File: src/rtl/gbdt_pkg.sv
// Shared definitions for the GBDT tree-walk controller: node word layout,
// walk FSM states and the default node address type.
package gbdt_pkg;

  localparam int unsigned LEAF_BIT = 0;
  localparam int unsigned FEAT_LSB = 1;
  localparam int unsigned FEAT_MSB = 6;
  localparam int unsigned ROFF_LSB = 7;
  localparam int unsigned ROFF_MSB = 15;
  localparam int unsigned VAL_LSB  = 16;
  localparam int unsigned VAL_MSB  = 31;

  localparam int unsigned NODE_AW_DEF = 10;

  typedef logic [NODE_AW_DEF-1:0] node_addr_t;

  typedef enum logic [2:0] {
    ST_IDLE,
    ST_CLEAR,
    ST_ROOT_RD,
    ST_ROOT_WAIT,
    ST_NODE_RD,
    ST_NODE_EVAL,
    ST_FIN,
    ST_WAIT_ACC
  } walk_state_e;

endpackage

File: src/rtl/gbdt_node_decode.sv
// Combinational node word unpacker: splits the fields and picks the next
// node address from an unsigned feature/threshold compare.
module gbdt_node_decode
  import gbdt_pkg::*;
#(
  parameter int unsigned NODE_AW = NODE_AW_DEF
) (
  input  logic [31:0]        node_word_i,
  input  logic [NODE_AW-1:0] cur_addr_i,
  input  logic [15:0]        feat_val_i,
  output logic               is_leaf_o,
  output logic [5:0]         feat_idx_o,
  output logic [15:0]        value_o,
  output logic [NODE_AW-1:0] next_addr_o
);

  logic [ROFF_MSB-ROFF_LSB:0] roff;
  logic                       go_right;

  // Kept as separate assigns so feat_idx_o does not appear to depend on
  // feat_val_i, which is fed back combinationally from outside.
  assign is_leaf_o   = node_word_i[LEAF_BIT];
  assign feat_idx_o  = node_word_i[FEAT_MSB:FEAT_LSB];
  assign value_o     = node_word_i[VAL_MSB:VAL_LSB];
  assign roff        = node_word_i[ROFF_MSB:ROFF_LSB];
  assign go_right    = (feat_val_i >= value_o);
  assign next_addr_o = go_right ? (cur_addr_i + NODE_AW'(roff))
                                : (cur_addr_i + NODE_AW'(1));

endmodule

File: src/rtl/gbdt_tree_walk_ctrl.sv
// GBDT inference sequencer: walks each tree root-to-leaf through node memory
// and hands every reached leaf to the accumulator.
module gbdt_tree_walk_ctrl
  import gbdt_pkg::*;
#(
  parameter int unsigned NODE_AW       = 10,
  parameter int unsigned NUM_TREES_MAX = 64,
  parameter int unsigned MAX_DEPTH     = 15
) (
  input  logic                                 gbdt_clk,
  input  logic                                 gbdt_rst_n,
  input  logic                                 start,
  input  logic [$clog2(NUM_TREES_MAX+1)-1:0]   num_trees,
  output logic                                 busy,
  output logic                                 done,
  output logic                                 err,
  output logic                                 node_rd_en,
  output logic [NODE_AW-1:0]                   node_rd_addr,
  input  logic [31:0]                          node_rd_data,
  output logic [5:0]                           feat_idx,
  input  logic [15:0]                          feat_val,
  output logic                                 acc_start_new_round,
  output logic                                 acc_enable,
  output logic                                 acc_is_leaf,
  output logic [15:0]                          acc_leaf_val,
  output logic                                 acc_finish,
  input  logic                                 acc_done
);

  localparam int unsigned TW = $clog2(NUM_TREES_MAX+1);
  localparam int unsigned DW = $clog2(MAX_DEPTH+1);

  walk_state_e        state_q, state_d;
  logic [TW-1:0]      num_trees_q, num_trees_d;
  logic [TW-1:0]      tree_idx_q, tree_idx_d;
  logic [NODE_AW-1:0] cur_addr_q, cur_addr_d;
  logic [DW-1:0]      depth_q, depth_d;
  logic               err_q, err_d;
  logic               done_q, done_d;

  logic               dec_is_leaf;
  logic [5:0]         dec_feat_idx;
  logic [15:0]        dec_value;
  logic [NODE_AW-1:0] dec_next_addr;
  logic               last_tree;

  gbdt_node_decode #(.NODE_AW(NODE_AW)) u_decode (
    .node_word_i (node_rd_data),
    .cur_addr_i  (cur_addr_q),
    .feat_val_i  (feat_val),
    .is_leaf_o   (dec_is_leaf),
    .feat_idx_o  (dec_feat_idx),
    .value_o     (dec_value),
    .next_addr_o (dec_next_addr)
  );

  assign last_tree = (tree_idx_q == (num_trees_q - TW'(1)));
  assign busy      = (state_q != ST_IDLE);
  assign done      = done_q;
  assign err       = err_q;
  assign feat_idx  = (state_q == ST_NODE_EVAL) ? dec_feat_idx : '0;

  always_ff @(posedge gbdt_clk or negedge gbdt_rst_n) begin
    if (!gbdt_rst_n) begin
      state_q     <= ST_IDLE;
      num_trees_q <= '0;
      tree_idx_q  <= '0;
      cur_addr_q  <= '0;
      depth_q     <= '0;
      err_q       <= 1'b0;
      done_q      <= 1'b0;
    end else begin
      state_q     <= state_d;
      num_trees_q <= num_trees_d;
      tree_idx_q  <= tree_idx_d;
      cur_addr_q  <= cur_addr_d;
      depth_q     <= depth_d;
      err_q       <= err_d;
      done_q      <= done_d;
    end
  end

  always_comb begin
    state_d             = state_q;
    num_trees_d         = num_trees_q;
    tree_idx_d          = tree_idx_q;
    cur_addr_d          = cur_addr_q;
    depth_d             = depth_q;
    err_d               = err_q;
    done_d              = 1'b0;
    node_rd_en          = 1'b0;
    node_rd_addr        = '0;
    acc_start_new_round = 1'b0;
    acc_enable          = 1'b0;
    acc_is_leaf         = 1'b0;
    acc_leaf_val        = '0;
    acc_finish          = 1'b0;
    unique case (state_q)
      ST_IDLE: begin
        if (start) begin
          num_trees_d = num_trees;
          err_d       = 1'b0;
          state_d     = ST_CLEAR;
        end
      end
      ST_CLEAR: begin
        acc_start_new_round = 1'b1;
        tree_idx_d          = '0;
        state_d             = (num_trees_q == '0) ? ST_FIN : ST_ROOT_RD;
      end
      ST_ROOT_RD: begin
        node_rd_en   = 1'b1;
        node_rd_addr = NODE_AW'(tree_idx_q);
        state_d      = ST_ROOT_WAIT;
      end
      ST_ROOT_WAIT: begin
        cur_addr_d = node_rd_data[NODE_AW-1:0];
        depth_d    = '0;
        state_d    = ST_NODE_RD;
      end
      ST_NODE_RD: begin
        node_rd_en   = 1'b1;
        node_rd_addr = cur_addr_q;
        state_d      = ST_NODE_EVAL;
      end
      ST_NODE_EVAL: begin
        if (dec_is_leaf) begin
          acc_enable   = 1'b1;
          acc_is_leaf  = 1'b1;
          acc_leaf_val = dec_value;
          acc_finish   = last_tree;
          if (last_tree) begin
            state_d = ST_WAIT_ACC;
          end else begin
            tree_idx_d = tree_idx_q + TW'(1);
            state_d    = ST_ROOT_RD;
          end
        end else if (depth_q == DW'(MAX_DEPTH)) begin
          // Depth overflow ends the round; the accumulator keeps its sum.
          err_d      = 1'b1;
          acc_enable = 1'b1;
          acc_finish = 1'b1;
          state_d    = ST_WAIT_ACC;
        end else begin
          cur_addr_d = dec_next_addr;
          depth_d    = depth_q + DW'(1);
          state_d    = ST_NODE_RD;
        end
      end
      ST_FIN: begin
        acc_enable = 1'b1;
        acc_finish = 1'b1;
        state_d    = ST_WAIT_ACC;
      end
      ST_WAIT_ACC: begin
        if (acc_done) begin
          done_d  = 1'b1;
          state_d = ST_IDLE;
        end
      end
      default: state_d = ST_IDLE;
    endcase
  end

endmodule

File: config.mk
export PLATFORM = sky130hd
export DESIGN_NAME = gbdt_tree_walk_ctrl
export DESIGN_NICKNAME = d
export VERILOG_FILES = /design/src/rtl/gbdt_pkg.sv /design/src/rtl/gbdt_node_decode.sv /design/src/rtl/gbdt_tree_walk_ctrl.sv
export SDC_FILE = /design/constraint.sdc
export NUM_CORES = 1
export LEC_CHECK = 0
export CAP_MARGIN = 20
export CORE_MARGIN = 5
export CORE_UTILIZATION = 44
export DETAILED_ROUTE_END_ITERATION = 10
export PLACE_DENSITY = 0.77
export SLEW_MARGIN = 10
export SYNTH_ARGS = -nofsm -noshare
export SYNTH_HDL_FRONTEND = slang
export SYNTH_HIERARCHICAL = 1
export SYNTH_SLANG_ARGS = --single-unit
File: constraint.sdc
create_clock -name gbdt_clk -period 2.37 [get_ports gbdt_clk]
set_input_delay 0.3555 -clock gbdt_clk [delete_from_list [all_inputs] [get_ports gbdt_clk]]
set_output_delay 0.3555 -clock gbdt_clk [all_outputs]
set_load 0.05 [all_outputs]
**Word level (Yosys, flattened, before mapping)**

Index checks and enable logic that the tools add are counted.

- Add/sub/neg operators: 5
- Order comparisons: 1
- Equal/unequal tests: 16
- Mux-type cells: 36
- Reduce and logical (&&, ||, !) cells: 12

Operator list:

| cell | number |
|---|---|
| case mux 10 bit (2 select lines) | 2 |
| two-way mux 16 bit | 2 |
| two-way mux 10 bit | 3 |
| case mux 3 bit (8 select lines) | 1 |
| >= comparator 16 bit | 1 |
| two-way mux 3 bit | 5 |
| two-way mux 7 bit | 2 |
| case mux 7 bit (2 select lines) | 1 |
| == test 3 bit (second input constant) | 4 |
| two-way mux 1 bit | 12 |
| != test 2 bit (second input constant) | 6 |
| adder 10 x 1 -> 10 bit (second input constant) | 1 |
| adder 10 x 9 -> 10 bit | 1 |
| two-way mux 4 bit | 2 |
| case mux 4 bit (2 select lines) | 1 |
| adder 7 x 1 -> 7 bit (second input constant) | 1 |
| == test 7 bit | 1 |
| zero test 7 bit | 1 |
| subtractor 7 x 1 -> 7 bit (second input constant) | 1 |
| == test 3 x 2 -> 1 bit (second input constant) | 2 |
| two-way mux 6 bit | 1 |
| case mux 1 bit (2 select lines) | 3 |
| AND reduction 3 bit | 2 |
| nonzero test 2 bit | 3 |
| 10 further kinds | 11 |

- Register bits after elaboration: 33
- Input port bits: 59
- Word-level logic and storage cells: 77

**Longest topological paths before layout**

- Word-level depth: 5
- Gate-level depth with buffers: 16
- Depth with buffers taken out: 15

**Cells and area by module**

Netlist, hierarchy kept.

By module, submodules not included:

| module | instances | cells an instance | area each (µm²) | sequential area each (µm²) |
|---|---|---|---|---|
| gbdt_tree_walk_ctrl | 1 | 251 | 2,182.1 | 825.8 |
| gbdt_node_decode | 1 | 166 | 1,163.6 | 0.0 |

**Worst setup path before layout**

OpenSTA, ideal clock, no wires.

- Path type: input -> register
- Start point: input feat_val[0]
- End point: register cur_addr_q[8]
- Setup time: 0.133 ns
- Arrival: 2.864 ns
- Data required time: 2.237 ns
- Path slack: -0.628 ns
- Cell stages on the path: 15
- Path buffers: 0
- Cell sequence: inv_1 > ha_1 > nand2b_4 > a2111o_1 > a21oi_4 > o211a_1 > ha_1 > inv_1 > fa_1 > nand2b_1 > a21oi_1 > a221oi_2 > xnor2_1 > mux2i_1 > o21ai_0

- Longest elaborated chain between the ends: 5

Ends and longest elaborated chain:

| item | RTL line | source |
|---|---|---|
| from (decl) | gbdt_tree_walk_ctrl.sv:21 | `input logic [15:0] feat_val,` |
| >= comparator 16 bit | gbdt_node_decode.sv:26 | `assign go_right = (feat_val_i >= value_o);` |
| two-way mux 10 bit | gbdt_node_decode.sv:27 | `assign next_addr_o = go_right ? (cur_addr_i + NODE_AW'(roff))` |
| via dec_next_addr[8] | gbdt_tree_walk_ctrl.sv:44 | `logic [NODE_AW-1:0] dec_next_addr;` |
| two-way mux 10 bit | gbdt_tree_walk_ctrl.sv:138 | `end else if (depth_q == DW'(MAX_DEPTH)) begin` |
| two-way mux 10 bit | gbdt_tree_walk_ctrl.sv:127 | `if (dec_is_leaf) begin` |
| case mux 10 bit (2 select lines) | gbdt_tree_walk_ctrl.sv:98 | `unique case (state_q)` |
| to (signal assigned) | gbdt_tree_walk_ctrl.sv:76 | `cur_addr_q <= cur_addr_d;` |
| to (decl) | gbdt_tree_walk_ctrl.sv:36 | `logic [NODE_AW-1:0] cur_addr_q, cur_addr_d;` |

The timed path passes the listed nets, and every way through them passes these cells. The select of a mux whose other input is x is not followed.
A chain may end at the register's enable or synchronous reset.

**Worst setup path after layout**

- Start point: input feat_val[15]
- End point: register cur_addr_q[7]

The elaborated chain is that of the path after synthesis.

==> flow_metrics.tcl <==
set metrics [dict create \
    yosys.cell_types.count 52 \
    hold_path.class "input pin to asynchronous set/reset pin" \
    clock-sinks 33 \
    drv_cap 0 \
    yosys_warnings 6 \
    initial_core_util_pct 45.6 \
    synthArstFlopShare_pct 100 \
    rows 31 \
    globalRouteTotalUtil_pct 23.0 \
    critPathMaxFanout 4 \
    netlist_area_mm2 0.00335 \
    ys_seq_area_share_pct 24.7 \
    cts_root_buffer "clkbuf_8" \
    setup_violations 10 \
    finalCriticalPeriod_ns 2.80 \
    avgSynthCellArea_um2 8.02 \
    drc 0 \
    synth_nets 505 \
    synth_ff_type "dfrtp_1" \
    drtIter0Drc 210 \
    clk_path_buf_depth 2 \
    worstSetupEndpointType "flip-flop" \
    p_per_area_mw_per_mm2 1060 \
    worst_pin_slew_ns 0.506 \
    clk_pin_slew_ns 0.07 \
    die_x_um 97.2 \
    reg2reg_to "tree_idx_q[6]$_DFFE_PN0P_" \
    cp.arrival_ns 3.02 \
    core-area_mm2 0.00733 \
    num_io_pins 99 \
    cts_tree "yes" \
    fp.dieH_um 97.2 \
    htree_num_levels 2 \
    status "finished with violations" \
    synth_cells 417 \
    synth_area_leaders "dfrtp_1 (25%), ha_1 (10%), nand2_1 (5.8%)" \
    irDropWorstVdd_v 0.000613 \
    dp.cells 607 \
    crit_start "feat_val[15]" \
    drive_gt1_share_pct 40.1 \
    required_ns 2.59 \
    post_dp_cell_area_mm2 0.00491 \
    ant_nets 0 \
    setup.worst_path.start_class "input pin" \
    rsz0062_at_grt "true" \
    grt_overflow 0 \
    r2r_slack_ns 0.22 \
    drt_first_pass_iters 4 \
    setup_ws_ns -0.429 \
    yosysTopAreaCell "dfrtp_1" \
    r2r_start "num_trees_q[2]$_DFFE_PN0P_" \
    fin_cells 633 \
    violations "negative setup slack" \
    num_antenna_cells 0 \
    fin_util_pct 75.5 \
    period_share_pct 118 \
    area_growth_pct 65.3 \
    num_vias 3555 \
    drt-vias-per-instance 5.62 \
    relSlewSlack_pct 66.2 \
    port_buffers 98 \
    postCtsHoldBufs 0 \
    synth.top_cell.area_share_pct 24.7 \
    grt_pass1_wl_um 17900 \
    antenna_found_initial 0 \
    grt_max_degree 34 \
    hpwl_um 8210 \
    synth-seq-cells 33 \
    clock.fmax_ghz 0.357 \
    design_area_mm2 0.00553 \
    clock-skew-final_ns 0.00474 \
    finalWeightedCongestion 0.864 \
    maxSlewViolCount 0 \
    post_drt_wl_per_cell_um 18.1 \
    worst-r2r-cell-count 7 \
    power_mw 5.87 \
    hold_viol 0 \
    cts-buffers-inserted 5 \
    grt_pass1_vias 3585 \
    layout.nets 621 \
    p_leak_nw 2.42 \
    setup.worst_path.class "input pin to flip-flop" \
    dieArea_mm2 0.00945 \
    worst_skew_pair.late_latency_ns 0.30 \
    routed_wl_um 11400 \
    synth-edff-count 0 \
]
==> synthesized netlist by cell type (3+ instances only) <==
library cell and number:
a41o_1 4, buf_4 23, clkbuf_1 16, nand2b_1 9, and3_1 12, xnor2_1 13
a2bb2oi_1 8, inv_1 26, o21ai_0 28, mux2i_1 10, or3_1 4, nor2b_1 5
nand4_1 7, a31oi_1 4, nor2_1 29, xor2_1 4, o31ai_1 3, nand3_1 8
a21oi_1 16, and2_1 20, dfrtp_1 33, buf_1 3, o21a_1 3, o211ai_1 4
nand2_1 52, mux2_2 6, ha_1 28, a22oi_1 7, a21o_1 3, nor3_1 3
==> registers in the layout, summed over array words and instances, names as in the netlist <==
| signal | count |
|---|---|
| tree_idx_q | 7 |
| depth_q | 4 |
| cur_addr_q | 10 |
| done | 1 |
| state_q | 3 |
| num_trees_q | 7 |
| err | 1 |
==> logic make-up after synthesis <==
| logic type | after synthesis | share of synthesized area (%) |
|---|---|---|
| simple gates | 157 | 23.7 |
| compound gates | 94 | 20.2 |
| buf+inv | 71 | 10.8 |
| flops | 33 | 24.7 |
| fa+ha+maj | 29 | 11.1 |
| xor+xnor | 17 | 4.45 |
| mux | 16 | 5.01 |
==> cell type report <==
| cell class | count | area (um2) |
|---|---|---|
| fill | 480 | 1800 |
| timing repair buffer | 154 | 1720 |
| sequential | 33 | 827 |
| clock buffer | 6 | 72.6 |
| tap | 99 | 124 |
| clock inverter | 2 | 10.0 |
| inverter | 26 | 110 |
| multi-input combinational | 313 | 2670 |
==> where the power goes <==
| group | leakage, nW | total, mW | internal (mW) | switching (mW) |
|---|---|---|---|---|
| Sequential | 0.408 | 1.10 | 0.799 | 0.296 |
| Clock | 0.0450 | 0.423 | 0.204 | 0.220 |
| Combinational | 1.97 | 4.35 | 2.07 | 2.28 |
| Total | 2.42 | 5.87 | 3.07 | 2.79 |
==> metal layers <==
layer | wire [um] | up-vias | global-route usage (%) | share of wire [%]
met2 | 6290 | 107 | 42.0 | 55
met4 | 428 | 0 | 9.94 | 3.7
met3 | 450 | 44 | 3.80 | 3.9
met5 | 0 | - | 0 | 0
li1 | - | 1667 | - | -
met1 | 4280 | 1737 | 26.2 | 37
==> how the worst max path moves through the flow <==
stage                                     end  slack [ns]  cells past startpoint
CTS                 cur_addr_q[8]$_DFFE_PN0P_       -0.38                     15
global placement    cur_addr_q[9]$_DFFE_PN0P_       -1.23                     15
global route        cur_addr_q[8]$_DFFE_PN0P_       -0.51                     14
floorplan           cur_addr_q[8]$_DFFE_PN0P_       -0.48                     15
finish              cur_addr_q[7]$_DFFE_PN0P_       -0.43                     14
detailed placement  cur_addr_q[9]$_DFFE_PN0P_       -1.36                     15
==> worst max-delay path, stage by stage <==
cell and delay, ns:
clkdlybuf4s15_1 0.19, ha_4 0.29, nand4_1 0.22, or3_1 0.46, o211a_1 0.26, ha_4 0.17, buf_4 0.14, a21oi_4 0.13
o211ai_1 0.11, buf_4 0.17, a31oi_4 0.18, xnor2_1 0.13, mux2i_1 0.08, o21ai_1 0.12
==> through the flow <==
stage                     worst slack (ns)  setup TNS (ns)  hold slack (ns)
after floorplan                     -0.483           -2.65           0.0599
after global placement               -1.23          -10.15            0.491
after detailed placement             -1.36          -10.94            0.513
after CTS                           -0.383           -2.62            0.476
after global routing                -0.511           -4.11            0.521
final                               -0.429           -3.16            0.468
==> cells in the final DEF (no fill, tap or decap), types with 16 or more instances in the layout <==
master,count
dfrtp_1,32
buf_12,38
buf_4,52
inv_2,18
nor2_1,26
clkbuf_2,16
nand2_1,49
ha_4,20
and2_1,19
clkdlybuf4s50_1,28
==> timing repair <==
action                                  CTS  global route
setup buffers                            12             8
endpoints found under the setup margin   11            10
resized for setup                       115            72
pin swaps                                49            41
Power figures use the tool's default switching activity.
